`config.mk`:
```
export PLATFORM = sky130hd
export DESIGN_NAME = serial_frame_transmitter_flat
export DESIGN_NICKNAME = d
export VERILOG_FILES = /design/src/rtl/serial_frame_transmitter_if.sv /design/src/rtl/serial_frame_transmitter.sv /design/src/flat_wrapper.sv
export SDC_FILE = /design/constraint.sdc
export NUM_CORES = 1
export LEC_CHECK = 0
export CORE_AREA = 4 4 55 57
export CTS_CLUSTER_DIAMETER = 40
export DETAILED_ROUTE_END_ITERATION = 12
export DIE_AREA = 0 0 59 61
export GPL_TIMING_DRIVEN = 0
export SLEW_MARGIN = 20
export SYNTH_ARGS = -nofsm -noshare
export SYNTH_HDL_FRONTEND = slang
export SYNTH_SLANG_ARGS = --single-unit
export TNS_END_PERCENT = 30
```
`constraint.sdc`:
```
create_clock -name clk -period 2 [get_ports clk]
set_input_delay 0.4 -clock clk [delete_from_list [all_inputs] [get_ports clk]]
set_output_delay 0.4 -clock clk [all_outputs]
set_load 0.02 [all_outputs]
```
`src/rtl/serial_frame_transmitter_if.sv`:
```
// Parallel-load handshake and serial-line bundle for serial_frame_transmitter.
`timescale 1ns/1ps
interface serial_frame_transmitter_if #(
    parameter int WIDTH = 4
);
    // Handshake: a word on I is taken on a rising edge where load=1 and ready=1.
    // load while ready=0 is dropped, not queued; ready, busy, tx, done and A are registered.
    logic [WIDTH-1:0] I;
    logic             load;
    logic             ready;
    logic             busy;
    logic             tx;
    logic             done;
    logic [WIDTH-1:0] A;

    modport master (output I, load, input ready, busy, tx, done, A);
    modport slave  (input I, load, output ready, busy, tx, done, A);
endinterface

```
`src/rtl/serial_frame_transmitter.sv`:
```
// Parallel-in, serial-out framer: start bit (0), WIDTH data bits LSB first, stop bit (1),
// each bit held BIT_CYCLES clocks, with a one-cycle done pulse after the stop bit.
`timescale 1ns/1ps
module serial_frame_transmitter #(
    parameter int WIDTH      = 4,
    parameter int BIT_CYCLES = 1
) (
    input  logic                        clk,
    input  logic                        clear_n,
    serial_frame_transmitter_if.slave   bus,
    output logic [1:0]                  state_dbg
);
    localparam int CW = $clog2(BIT_CYCLES) + 1;
    localparam int BW = $clog2(WIDTH) + 1;
    localparam logic [CW-1:0] CYC_LAST = CW'(BIT_CYCLES - 1);
    localparam logic [BW-1:0] BIT_LAST = BW'(WIDTH - 1);

    typedef enum logic [1:0] {IDLE, START, DATA, STOP} state_t;

    state_t           state_q, state_d;
    logic [CW-1:0]    cyc_q, cyc_d;
    logic [BW-1:0]    bit_q, bit_d;
    logic [WIDTH-1:0] shift_q, shift_d;
    logic [WIDTH-1:0] a_d;
    logic             tx_d, ready_d, busy_d, done_d;
    logic             bit_end;

    assign state_dbg = state_q;
    assign bit_end   = (cyc_q == CYC_LAST);

    always_comb begin
        state_d = state_q;
        cyc_d   = cyc_q;
        bit_d   = bit_q;
        shift_d = shift_q;
        a_d     = bus.A;
        case (state_q)
            IDLE: begin
                if (bus.load) begin
                    state_d = START;
                    shift_d = bus.I;
                    a_d     = bus.I;
                    cyc_d   = '0;
                    bit_d   = '0;
                end
            end
            START: begin
                if (bit_end) begin
                    state_d = DATA;
                    cyc_d   = '0;
                end else begin
                    cyc_d = cyc_q + 1'b1;
                end
            end
            DATA: begin
                if (bit_end) begin
                    cyc_d   = '0;
                    shift_d = shift_q >> 1;
                    if (bit_q == BIT_LAST) begin
                        state_d = STOP;
                        bit_d   = '0;
                    end else begin
                        bit_d = bit_q + 1'b1;
                    end
                end else begin
                    cyc_d = cyc_q + 1'b1;
                end
            end
            STOP: begin
                if (bit_end) begin
                    state_d = IDLE;
                    cyc_d   = '0;
                end else begin
                    cyc_d = cyc_q + 1'b1;
                end
            end
            default: begin
                state_d = IDLE;
                cyc_d   = '0;
                bit_d   = '0;
            end
        endcase

        // Outputs are registered, so they are derived from the state being entered.
        tx_d = 1'b1;
        case (state_d)
            START:   tx_d = 1'b0;
            DATA:    tx_d = shift_d[0];
            default: tx_d = 1'b1;
        endcase
        ready_d = (state_d == IDLE);
        busy_d  = (state_d != IDLE);
        done_d  = (state_q == STOP) && (state_d == IDLE);
    end

    always_ff @(posedge clk or negedge clear_n) begin
        if (!clear_n) begin
            state_q   <= IDLE;
            cyc_q     <= '0;
            bit_q     <= '0;
            shift_q   <= '0;
            bus.A     <= '0;
            bus.tx    <= 1'b1;
            bus.ready <= 1'b1;
            bus.busy  <= 1'b0;
            bus.done  <= 1'b0;
        end else begin
            state_q   <= state_d;
            cyc_q     <= cyc_d;
            bit_q     <= bit_d;
            shift_q   <= shift_d;
            bus.A     <= a_d;
            bus.tx    <= tx_d;
            bus.ready <= ready_d;
            bus.busy  <= busy_d;
            bus.done  <= done_d;
        end
    end
endmodule

```
`src/flat_wrapper.sv`:
```
// flat-port wrapper written by rule: the top's interface ports become plain ports
module serial_frame_transmitter_flat 
#(
    parameter int WIDTH      = 4,
    parameter int BIT_CYCLES = 1
)
  (clk, clear_n, state_dbg, bus_I, bus_load, bus_ready, bus_busy, bus_tx, bus_done, bus_A);
  serial_frame_transmitter_if #(.WIDTH(WIDTH)) bus_i ();
  input  logic clk;
  input  logic clear_n;
  output logic [1:0] state_dbg;
  input wire logic [$bits(bus_i.I)-1:0] bus_I;
  input wire logic [$bits(bus_i.load)-1:0] bus_load;
  output wire logic [$bits(bus_i.ready)-1:0] bus_ready;
  output wire logic [$bits(bus_i.busy)-1:0] bus_busy;
  output wire logic [$bits(bus_i.tx)-1:0] bus_tx;
  output wire logic [$bits(bus_i.done)-1:0] bus_done;
  output wire logic [$bits(bus_i.A)-1:0] bus_A;
  assign bus_i.I = bus_I;
  assign bus_i.load = bus_load;
  assign bus_ready = bus_i.ready;
  assign bus_busy = bus_i.busy;
  assign bus_tx = bus_i.tx;
  assign bus_done = bus_i.done;
  assign bus_A = bus_i.A;
  serial_frame_transmitter #(.WIDTH(WIDTH), .BIT_CYCLES(BIT_CYCLES)) u_core (.clk(clk), .clear_n(clear_n), .bus(bus_i), .state_dbg(state_dbg));
endmodule
```
# After elaboration in Yosys (flattened, before gate mapping)
# Cells that the tools add are included.
# totals
inputBits,7
register_bits,18
elab_cells,45
# op_classes
mux,17
n_eq_ne,8
n_reduce_logical,8
addsub,2
# ops
operator,n
2-to-1 mux 2 bit,5
2-to-1 mux 3 bit,3
2-to-1 mux 4 bit,2
case mux 2 bit (4 select lines),1
case mux 4 bit (2 select lines),1
"equality test 2 bit, second input constant",3
case mux 3 bit (2 select lines),1
"equality test 2 x 1 -> 1 bit, second input constant",2
logical NOT 2 bit,2
"!= test 2 bit, second input constant",2
case mux 1 bit (2 select lines),2
nonzero test 2 bit,2
"adder 3 x 1 -> 3 bit, second input constant",1
"equality test 3 x 2 -> 1 bit, second input constant",1
AND reduction 3 bit,1
OR reduction 3 bit,1
2-to-1 mux 1 bit,2
AND reduction 2 bit,1
"adder 1 bit, second input constant",1
logical AND 1 bit,1

# Depth between registers and ports, before layout
# depth
ltp_word,6
mapped_depth,6

# Worst setup path after synthesis
# OpenSTA, ideal clock, no wires.
# synth_path
path_type,register to register
startpoint,"reg u_core.state_q[0], in the netlist u_core.state_dbg[0]"
endpoint,reg u_core.shift_q[1]
arrival_ns,1.509
stages_incl_launch_ff,6
setup_ns,0.126
t_required_ns,1.874
period_less_slack_ns,1.635
slack_ns,0.365
path_buffers,1
path_cell_list,dfrtp_1 > inv_1 > ha_1 > buf_4 > a22o_1 > a221o_1
# synth_between
elab_chain_cells,3
# synth_rtl
item,line_no,source
start: declaration,serial_frame_transmitter.sv:20,"state_t state_q, state_d;"
start signal: assignment,serial_frame_transmitter.sv:108,state_q <= state_d;
equality test 2 bit or logical NOT 2 bit (tied branches),serial_frame_transmitter.sv:37,case (state_q)
!= test 2 bit (no line) or nonzero test 2 bit (tied branches),n/a,
AND reduction 3 bit (no line),n/a,
end signal: assignment,serial_frame_transmitter.sv:111,shift_q <= shift_d;
end: declaration,serial_frame_transmitter.sv:23,"logic [WIDTH-1:0] shift_q, shift_d;"
# Parallel ways exist; a longest one is shown, timed or not.
# A chain may end at the register's enable or synchronous reset.

# Worst setup path after layout
# layout_path
startpoint,reg u_core.bus.tx
endpoint,out bus_tx
# layout_lines
item,line_no,source
start: declaration,serial_frame_transmitter_if.sv:17,"modport slave (input I, load, output ready, busy, tx, done, A);"
start signal: assignment,serial_frame_transmitter.sv:113,bus.tx <= tx_d;
end: declaration,flat_wrapper.sv:16,output wire logic [$bits(bus_i.tx)-1:0] bus_tx;
# No word-level cell between the ends.

==> qor.yml <==
detailed_routing:
  num_vias: 573
  post-route-drc-count: 0
  drt_first_iter_violations: 4
  wl_per_cell_um: 13.56
  drt_wl_total_mm: 1.587
  vias_per_cell: 4.897
  final_antenna_net_count: 0
  first_pass_iters: 3
synthesis:
  synth_enable_flop_cells: 0
  synth_cells: 68
  ys_warn_count: 0
  synth_nets: 79
  syn_area_per_cell_um2: 12.59
  ys_seq_elements: 17
  synthDistinctLibCells: 30
  async_flop_share: 1.000
  yosysSeqAreaShare: 0.5000
  synth_ff_type: "dfrtp_1"
  netlist_area_um2: 855.8
min_path:
  hold_class: "input port to flip-flop"
  min-delay-start: "bus_load"
job:
  max-cap-violations: 0
global_routing:
  grtUsageTotal: 0.1045
  use_met2: 0.1751
  met1_usage: 0.1188
  antenna_found_initial: 0
  busiest_layer: "met2"
  grtUsageMet3: 0.05106
  grt_start_max_net_pins: 18
  grt_overflow: 0
  grt_pass1_wl_mm: 2.794
  grt_pass1_vias: 632
finish:
  layout_common_cells: "clkdlybuf4s50_1 (15), dfrtp_1 (15), nor2_1 (5), mux2_2 (5), ha_1 (4)"
  multi_input_area_um2: 392.9
  regArea_um2: 427.9
  antenna_cells: 0
  fillCellCount: 242
  drive_gt1_frac: 0.2299
  final_area_um2: 1071
  nets: 99
  syn_to_final_growth_pct: 25.15
timing:
  max-slew-margin-rel: 0.4802
  setup_viol: 0
  max_freq_mhz: 556.5
  worst_pin_slew_ns: 0.7773
  grt_setup_unrepaired: "false"
  fin_crit_ns: 1.797
  fin_crit_sh: 0.8984
  finalSetupTns_ns: 0
  final_max_slew_viol_count: 0
  fin_skew_ns: 0.009034
  hold_violations: 0
power:
  p_sw_mw: 0.7685
  seqPwrFrac: 0.329
  p_per_area_nw_per_um2: 1793
  leakage_nw: 0.4687
  comb_power_share: 0.575
  clockPowerShare: 0.095
  irDropWorstVdd_mv: 0.8134
  internal-power_mw: 1.151
  switching_share: 0.4003
placement:
  io_buffers: 15
  globalplace.congestion: 0.6987
  place_hpwl_mm: 1.154
  placed_area_um2: 1044
floorplanning:
  fp-row-count: 18
  die_height_um: 61
  boundaryPins: 17
  core_um2: 2477
  die_area_um2: 3599
  die_w_um: 59
  start_util: 0.3455
worst_setup_path:
  crit_chain: "clkdlybuf4s50_1"
  endpoint_kind: "output pin"
  r2r-start: "u_core.state_dbg[0]$_DFF_PN0_"
  arrival_ns: 1.40
  worstPathMaxFanout: 1
  startpoint: "u_core.bus.tx$_DFF_PN1_"
  slowest_delay_ns: 0.59
  cp-start-kind: "flip-flop"
  r2r-end: "u_core.shift_q[1]$_DFFE_PN0P_"
  path_depth: 1
  cp.required_ns: 1.60
  critPathSlowestCell: "clkdlybuf4s50_1"
  crit_end: "bus_tx"
  crit_buf_inv: 1
  reg2reg_setup_slack_ns: 0.31
  crit_type: "flip-flop to output pin"
  cp_top_family: "buffers and inverters"
  worstRegToRegCells: 6
clock_network:
  cts_sinks: 17
  cts_hold_buf: 0
  clk_path_buf_depth: 2
  cts.clk_slew.worst_paths_ns: 0.11
  h-tree-depth: 1
  cts_buffers: 3
  postCtsSetupRepairBufs: 0
  clockRootBuffer: "clkbuf_4"
  clk_latency_ns: 0.29
  cts_resized: 0
  cts_tree: "done"
run_status:
  status: "completed"
## worst min path at each step
| stage | end | slack, ns | depth (start not counted) |
|---|---|---|---|
| after floorplan | u_core.bit_q[0]$_DFFE_PN0P_ | 0.10 | 0 |
| after global placement | u_core.bit_q[2]$_DFFE_PN0P_ | 0.47 | 1 |
| after detailed placement | u_core.bit_q[2]$_DFFE_PN0P_ | 0.49 | 1 |
| after CTS | u_core.shift_q[1]$_DFFE_PN0P_ | 0.41 | 2 |
| after global routing | u_core.shift_q[1]$_DFFE_PN0P_ | 0.42 | 2 |
| final | u_core.shift_q[1]$_DFFE_PN0P_ | 0.42 | 2 |
## routing by layer
metal / up-vias / wire (µm)
li1: 282 / -
met1: 272 / 705
met2: 17 / 734
met3: 2 / 129
met4: 0 / 19
met5: - / 0
## final cells by class
type	count	area share
inverter	3	0.01051
sequential	17	0.3995
tap	30	0.03505
timing repair buffer	15	0.1402
clock inverter	1	0.004673
buffer	3	0.02220
clock buffer	3	0.02103
multi-input combinational	45	0.3668
## power groups by stage
stage                     clock [mW]  sequential (mW)  combinational, mW
after floorplan                    0            0.747              0.661
after global placement             0            0.633               1.10
after detailed placement           0            0.638               1.11
after CTS                      0.197            0.635               1.12
after global routing           0.207            0.655               1.23
final                          0.183            0.633               1.10
## Yosys cell counts, types with 2 or more instances
cell,instances,share of area
dfstp_2,2,0.061
a22o_1,3,0.031
a21oi_1,2,0.012
inv_1,3,0.013
ha_1,4,0.058
nand2_1,3,0.013
mux2i_1,3,0.035
nor2b_1,3,0.022
nor2_1,5,0.022
a221o_1,2,0.023
dfrtp_1,15,0.44
mux2_2,5,0.066
## sequential cells by signal, summed over array words and instances, names as in the netlist
name	cells
u_core.bus.tx	1
u_core.bus.ready	1
u_core.bus.A	4
u_core.bit_q	3
u_core.state_dbg	2
u_core.bus.busy	1
u_core.bus.done	1
u_core.shift_q	4
## cell families after synthesis
group / count (synthesis) / synth area share
muxes: 9 / 0.1184
DFF: 17 / 0.5000
AOI/OAI and AO/OA: 15 / 0.1696
and+or+nand+nor: 16 / 0.1024
xor gates and xnor gates: 1 / 0.01024
adders and majority gates: 4 / 0.05848
buffers and inverters: 6 / 0.04093
## stage by stage
step	hold WS [ns]	utilization	instances	power, mW	setup WS (ns)
2_1_floorplan	0.1044	-	68	1.408	0.3649
3_3_place_gp	0.4684	0.4212	113	1.734	0.3516
3_5_place_dp	0.4876	0.4212	113	1.751	0.3456
4_1_cts	0.4081	0.4323	117	1.951	0.1762
5_1_grt	0.4155	0.4323	117	2.096	0.1527
6_report	0.4160	0.4323	117	1.920	0.2032
Power figures use the tool's default switching activity.
